==> src/rtl/divider.sv <==
`default_nettype none
// +-----------------------------------------------------------------------------+
// | divider : 32-bit signed/unsigned divide and remainder, radix-2 restoring.   |
// | Divide-by-zero and signed overflow finish in one cycle.                     |
// | Rev 1.0                                                                     |
// +-----------------------------------------------------------------------------+

package divider_pkg;
    typedef enum logic [1:0] {
        DIV  = 2'd0,
        DIVU = 2'd1,
        REM  = 2'd2,
        REMU = 2'd3
    } div_op_e;
endpackage

module divider
    import divider_pkg::*;
(
    input  logic        clk,
    input  logic        rst,
    input  logic        en,
    input  div_op_e     op,
    input  logic [31:0] op_a,
    input  logic [31:0] op_b,
    input  logic        flush,
    output logic        ready,
    output logic        busy,
    output logic        valid,
    output logic [31:0] result
);

    typedef enum logic [1:0] {
        IDLE = 2'd0,
        CALC = 2'd1,
        DONE = 2'd2
    } state_e;

    state_e      state;
    state_e      next_state;

    logic [5:0]  count;
    logic [31:0] quot;
    logic [31:0] rem;
    logic [31:0] divisor;
    logic        neg_q;
    logic        neg_r;
    logic        is_rem;

    logic        start;
    logic        in_signed;
    logic        in_rem;
    logic        div_zero;
    logic        overflow;
    logic        bypass;
    logic [31:0] bypass_res;
    logic [31:0] abs_a;
    logic [31:0] abs_b;

    logic [32:0] shifted;
    logic [32:0] diff;
    logic [31:0] step_q;
    logic [31:0] step_r;
    logic [31:0] final_res;

    assign ready = (state == IDLE) || (state == DONE);
    assign busy  = (state == CALC);
    assign valid = (state == DONE);

    always_comb begin
        start      = ready && en && !flush;
        in_signed  = (op == DIV) || (op == REM);
        in_rem     = (op == REM) || (op == REMU);
        div_zero   = (op_b == 32'h0000_0000);
        overflow   = in_signed && (op_a == 32'h8000_0000) && (op_b == 32'hFFFF_FFFF);
        bypass     = div_zero || overflow;
        abs_a      = (in_signed && op_a[31]) ? -op_a : op_a;
        abs_b      = (in_signed && op_b[31]) ? -op_b : op_b;
        if (div_zero)
            bypass_res = in_rem ? op_a : 32'hFFFF_FFFF;
        else
            bypass_res = in_rem ? 32'h0000_0000 : 32'h8000_0000;
    end

    // One restoring step; the final step feeds the sign fix-up directly so the
    // corrected result is registered on the same edge that enters DONE.
    always_comb begin
        shifted   = {rem, quot[31]};
        diff      = shifted - {1'b0, divisor};
        step_q    = {quot[30:0], ~diff[32]};
        step_r    = diff[32] ? shifted[31:0] : diff[31:0];
        if (is_rem)
            final_res = neg_r ? -step_r : step_r;
        else
            final_res = neg_q ? -step_q : step_q;
    end

    always_comb begin
        next_state = state;
        case (state)
            IDLE: if (start) next_state = bypass ? DONE : CALC;
            CALC: if (count == 6'd0) next_state = DONE;
            DONE: begin
                if (start) next_state = bypass ? DONE : CALC;
                else       next_state = IDLE;
            end
            default: next_state = IDLE;
        endcase
        if (flush) next_state = IDLE;
    end

    always_ff @(posedge clk) begin
        if (rst) state <= IDLE;
        else     state <= next_state;
    end

    always_ff @(posedge clk) begin
        if (rst) begin
            count   <= 6'd0;
            quot    <= 32'h0000_0000;
            rem     <= 32'h0000_0000;
            divisor <= 32'h0000_0000;
            neg_q   <= 1'b0;
            neg_r   <= 1'b0;
            is_rem  <= 1'b0;
            result  <= 32'h0000_0000;
        end else if (start) begin
            count   <= 6'd31;
            quot    <= abs_a;
            rem     <= 32'h0000_0000;
            divisor <= abs_b;
            neg_q   <= in_signed && (op_a[31] ^ op_b[31]);
            neg_r   <= in_signed && op_a[31];
            is_rem  <= in_rem;
            if (bypass) result <= bypass_res;
        end else if (state == CALC && !flush) begin
            quot <= step_q;
            rem  <= step_r;
            if (count == 6'd0) result <= final_res;
            else               count  <= count - 6'd1;
        end
    end

endmodule
`default_nettype wire

==> config.mk <==
export PLATFORM = sky130hd
export DESIGN_NAME = divider
export DESIGN_NICKNAME = d
export VERILOG_FILES = /design/src/rtl/divider.sv
export SDC_FILE = /design/constraint.sdc
export NUM_CORES = 1
export LEC_CHECK = 0
export ABC_AREA = 1
export CELL_PAD_IN_SITES_DETAIL_PLACEMENT = 0
export CELL_PAD_IN_SITES_GLOBAL_PLACEMENT = 1
export CORE_UTILIZATION = 39
export CTS_CLUSTER_SIZE = 8
export DETAILED_ROUTE_END_ITERATION = 10
export PLACE_DENSITY_LB_ADDON = 0.08
export SLEW_MARGIN = 20
export SYNTH_ARGS = -nofsm -noshare
export SYNTH_HDL_FRONTEND = slang
export SYNTH_SLANG_ARGS = --single-unit
==> constraint.sdc <==
create_clock -name clk -period 8.86 [get_ports clk]
set_input_delay 0.886 -clock clk [delete_from_list [all_inputs] [get_ports clk]]
set_output_delay 0.886 -clock clk [all_outputs]
set_load 0.01 [all_outputs]
# == Word level (Yosys, flattened, before mapping) ==
# Index checks and enable logic that the tools add are counted.
# totals
ram_bits,0
output_inout_bits,35
mem_count,0
latchBits,0
ff_bits,139
romBits,0
# classes
magnitude_cmp,0
n_shift,0
div,0
n_eq_ne,10
reduce_logical,25
bitwise,3
mul,0
mux,23
n_addsub,6
# ops
op,count
$mux W32,15
$neg A32 Y32,4
$eq A32 B32 Y1 const B,2
$sub A33 B32 Y33,1
$logic_not A32 Y1,1
$mux W5,3
$logic_and A1 B1 Y1,8
$mux W2,4
$eq A2 B2 Y1 const B,3
$logic_not A6 Y1,1
$pmux W2 S3,1
$reduce_and A2 Y1,3
$sub A6 B1 Y6 const B,1
$logic_not A2 Y1,2
$logic_or A1 B1 Y1,4
$ne A2 B1 Y1 const B,2
$ne A2 B2 Y1 const B,2
$reduce_bool A2 Y1,2
$reduce_or A2 Y1,2
$reduce_and A3 Y1,1
$eq A2 B1 Y1 const B,1
$not A1 Y1,2
$logic_not A1 Y1,1
$xor A1 B1 Y1,1

# == Depth between registers and ports, before layout ==
# logic_depth
ltp_word,8
mapped_depth,34

# == Worst setup path before layout ==
# OpenSTA, ideal clock, no wires.
# synth_path
path_type,register -> register
startpoint,reg quot[31]
endpoint,reg result[24]
setup_ps,134
arrival_ps,3888
slack_ps,4838
path_buffers,2
stages_incl_launch_ff,34
cell_sequence,dfxtp_1 -> inv_1 -> ha_1 -> inv_1 -> fa_1 -> nand2_1 -> nand2_1 -> nand3_1 -> nand2_2 -> nand2_1 -> nand2_2 -> nand2_4 -> nand3_2 -> nand2_4 -> buf_8 -> buf_4 -> ha_1 -> inv_1 -> nor3_1 -> nand3_1 -> nor2_1 -> nand3_1 -> nor4_1 -> inv_1 -> nor2_1 -> nand3_1 -> nor2_1 -> nor2_1 -> a21oi_1 -> o21ai_0 -> nand2_1 -> nand2_1 -> nand2_1 -> a21oi_1
# synth_via
elab_chain_len,8
word_cells_on_any_way,11
cone_classes,add/sub (3); mux (7); bitwise (1)
# synth_lines
item,line,source
from (decl),43,logic [31:0] quot;
from (signal assigned),129,quot <= abs_a;
from (signal assigned),137,quot <= step_q;
$sub A33 B32 Y33,89,"diff = shifted - {1'b0, divisor};"
$mux W32 / $not A1 Y1 (equally long branches),"91, 90",
"$neg A32 Y32, on equally long branches","93, 95",
"$mux W32, on equally long branches","93, 95",
$mux W32 *,92,if (is_rem)
$mux W32 *,139,if (count == 6'd0) result <= final_res;
$mux W32 *,136,end else if (state == CALC && !flush) begin
$mux W32 *,127,end else if (start) begin
to (signal assigned),135,if (bypass) result <= bypass_res;
to (signal assigned),139,
to (decl),30,output logic [31:0] result
# Every way passes the cells marked *; elsewhere a longest branch is shown, timed or not. The select of a mux whose other input is x is not followed.
# A chain may end at the register's enable or synchronous reset.

# == Final worst setup path ==
# Ends and elaborated chain as after synthesis.

==> metrics.txt <==
RSZ-0062 raised after global routing no; Worst-path clk slew 0.06 ns; insertion delay to the later sink of the worst-skew pair 0.46 ns; Worst-Margin Slew 0.865 ns; Via density 5.48; post-route DRC violation count 0; slew margin rel. 42.0%; synthesis-to-finish area growth 15.1%; Chip Height 181 µm; Min Hold Slack 0.452 ns; Synth Flop Type dfxtp_1; post-DR wirelength/cell 19.1 µm; grt ovf 0; total count of hold-check failures in the final report 0; CP peak stage delay 0.45 ns; post-route ant nets 0; vias post-DR 14272; Fmax achieved 203 MHz; Period minus WS final 4.93 ns; final setup fails 0; asr flop ratio synth 0%; mean post-synth cell area 5.84 µm²; Initial Util 39.5%; # nets final 2300; post-route setup TNS 0 ns; dpl hpwl 39500 µm; H-tree depth 4; antenna violations before repair 1; static leakage 6.87 nW; largest net degree at the start of global routing 76; register area share after synthesis 22.4%; Post-Synthesis Cells 2130; Hold Path Class reg2reg; Post-Syn Nets 2239; chip width 181 µm; most frequent CP cell nand2_1; outcome complete, no violations; post-route clock period utilization 55.6%; Iteration-0 DRC Markers 1329; clock sink total 139; first-pass GRT wire length 75500 µm; hold buffer count at CTS 0; layout cell share with drive strength beyond 1 6.35%; antenna cells 0; crit-path leading delay family simple AND/OR/NAND/NOR gates; Netlist Area Pre-Place 0.0124 mm²; crit path DAT 5.25 ns; Power Dens Cells 166 mW/mm²; crit path launch type flop; Post-synth EDFFs 0; CTS tree built; commonest non-fill, non-tap cells in the layout nand2_1, inv_1, nor2_1; Critical-path top delay cell nand2_4; Clock Tree Buf Depth 2; Ports 105; Rows 65; cts repair resizes 0; Synth cell types 56; RD Place Congestion 0.956; Post-CTS Setup Repair Bufs 0; core area 0.0315 mm²; CTS root buffer clkbuf_16; Worst Setup End Kind flop; Worst Path Max Fanout 45; GRT Total Usage 30.5%; Max-cap violations 0; Num CTS Buffers 17; commonest non-fill, non-tap cell in the layout nand2_1; FF+latch count, synth 139; Die ar. 0.0326 mm²; Ys Warns 0; WP data required 9.18 ns; vias in the first global route 12636; Clock Skew 0.0166 ns; IO buf count 104; Worst IR Drop VDD 0.149 mV; WL final 49800 µm; Buf/Inv on CP 4; critical path class reg2reg; First-pass DRT Iterations 5; final slew viol count 0
==> logic make-up after synthesis <==
kind of cell | Yosys count | synth area share (%)
buffers and inverters | 423 | 13.5
xor gates and xnor gates | 27 | 1.90
adders and majority gates | 39 | 3.98
DFF | 139 | 22.4
AOI/OAI and AO/OA | 485 | 22.3
and+or+nand+nor | 1017 | 35.9
==> metal layers <==
layer / global-route usage, % / share of wire (%)
met3: 9.34 / 10
met5: 0 / 0
met4: 6.94 / 1.4
met2: 44.1 / 41
met1: 43.8 / 47
==> worst paths after layout <==
check / startpoint / endpoint / slack [ns] / cells after the start
max: quot[31] / result[24] / 3.93 / 31
max reg2reg: quot[31] / result[24] / 3.93 / 31
min: divisor[24] / divisor[24] / 0.45 / 2
min reg2reg: divisor[24] / divisor[24] / 0.45 / 2
==> area by class of cell <==
cell class | instances | area (µm²)
fill | 3498 | 17200
multi-input combinational | 1568 | 7990
sequential | 139 | 2780
inverter | 345 | 1300
timing repair buffer | 120 | 1160
tap | 402 | 503
clock buffer | 22 | 464
clock inverter | 10 | 116
==> state kept, by name (all words and copies together), names as in the netlist <==
| signal | count |
|---|---|
| divisor | 32 |
| quot | 32 |
| rem | 32 |
| result | 32 |
| count | 6 |
| state | 2 |
| is_rem | 1 |
| neg_q | 1 |
| neg_r | 1 |
==> cell usage after synthesis, types with 3 or more instances <==
master,number,area share (%)
nand3_1,138,5.6
a31oi_1,10,0.50
dfxtp_1,139,22
a21oi_2,8,0.56
buf_4,4,0.24
o32ai_1,14,0.99
xor2_1,20,1.4
o21a_1,3,0.18
nor4_1,7,0.35
nor2_1,175,5.3
buf_1,5,0.15
xnor2_1,7,0.49
o211ai_1,14,0.85
clkinv_1,3,0.091
inv_2,7,0.21
nor2_2,8,0.40
ha_1,38,3.8
a211oi_1,5,0.30
nor3_2,5,0.40
a32o_1,12,0.97
nand2_4,11,1.0
clkbuf_1,57,1.7
buf_6,3,0.27
nand3_2,5,0.40
buf_2,6,0.24
o21bai_1,7,0.42
nand2_1,541,16
nor2_4,3,0.27
nand3b_1,8,0.48
o22ai_1,42,2.1
nand2_2,28,1.4
a21oi_1,171,6.9
and3_1,4,0.20
o21ai_1,14,0.56
nand4_1,26,1.3
inv_1,334,10
o21ai_0,167,6.7
nor3_1,46,1.9
o21ai_2,5,0.35
o31ai_1,3,0.18
or2_2,7,0.35
==> power by group <==
part           switching, W  internal, W
combinational      0.000681     0.000284
sequential        0.0000170     0.000650
clock              0.000312     0.000429
==> worst register-to-register path, delay by kind of cell (launching register included) <==
family	cells	cell delay (ns)
buf+inv	4	0.31
fa+ha+maj	3	0.82
simple gates	21	3.06
flops	1	0.34
compound gates	3	0.28
==> metrics by stage <==
| step | util [%] | setup slack, ns | instance area (µm²) | cells | total power [W] |
|---|---|---|---|---|---|
| after CTS | 45.5 | 4.00 | 14300 | 2606 | 0.00236 |
| after global routing | 45.5 | 3.34 | 14300 | 2606 | 0.00251 |
| after detailed placement | 43.6 | 4.02 | 13700 | 2574 | 0.00162 |
| after floorplan | - | 4.84 | 12400 | 2130 | 0.00134 |
| after global placement | 43.6 | 4.10 | 13700 | 2574 | 0.00163 |
| final | 45.5 | 3.93 | 14300 | 2606 | 0.00237 |
(Power assumes the default switching activity.)
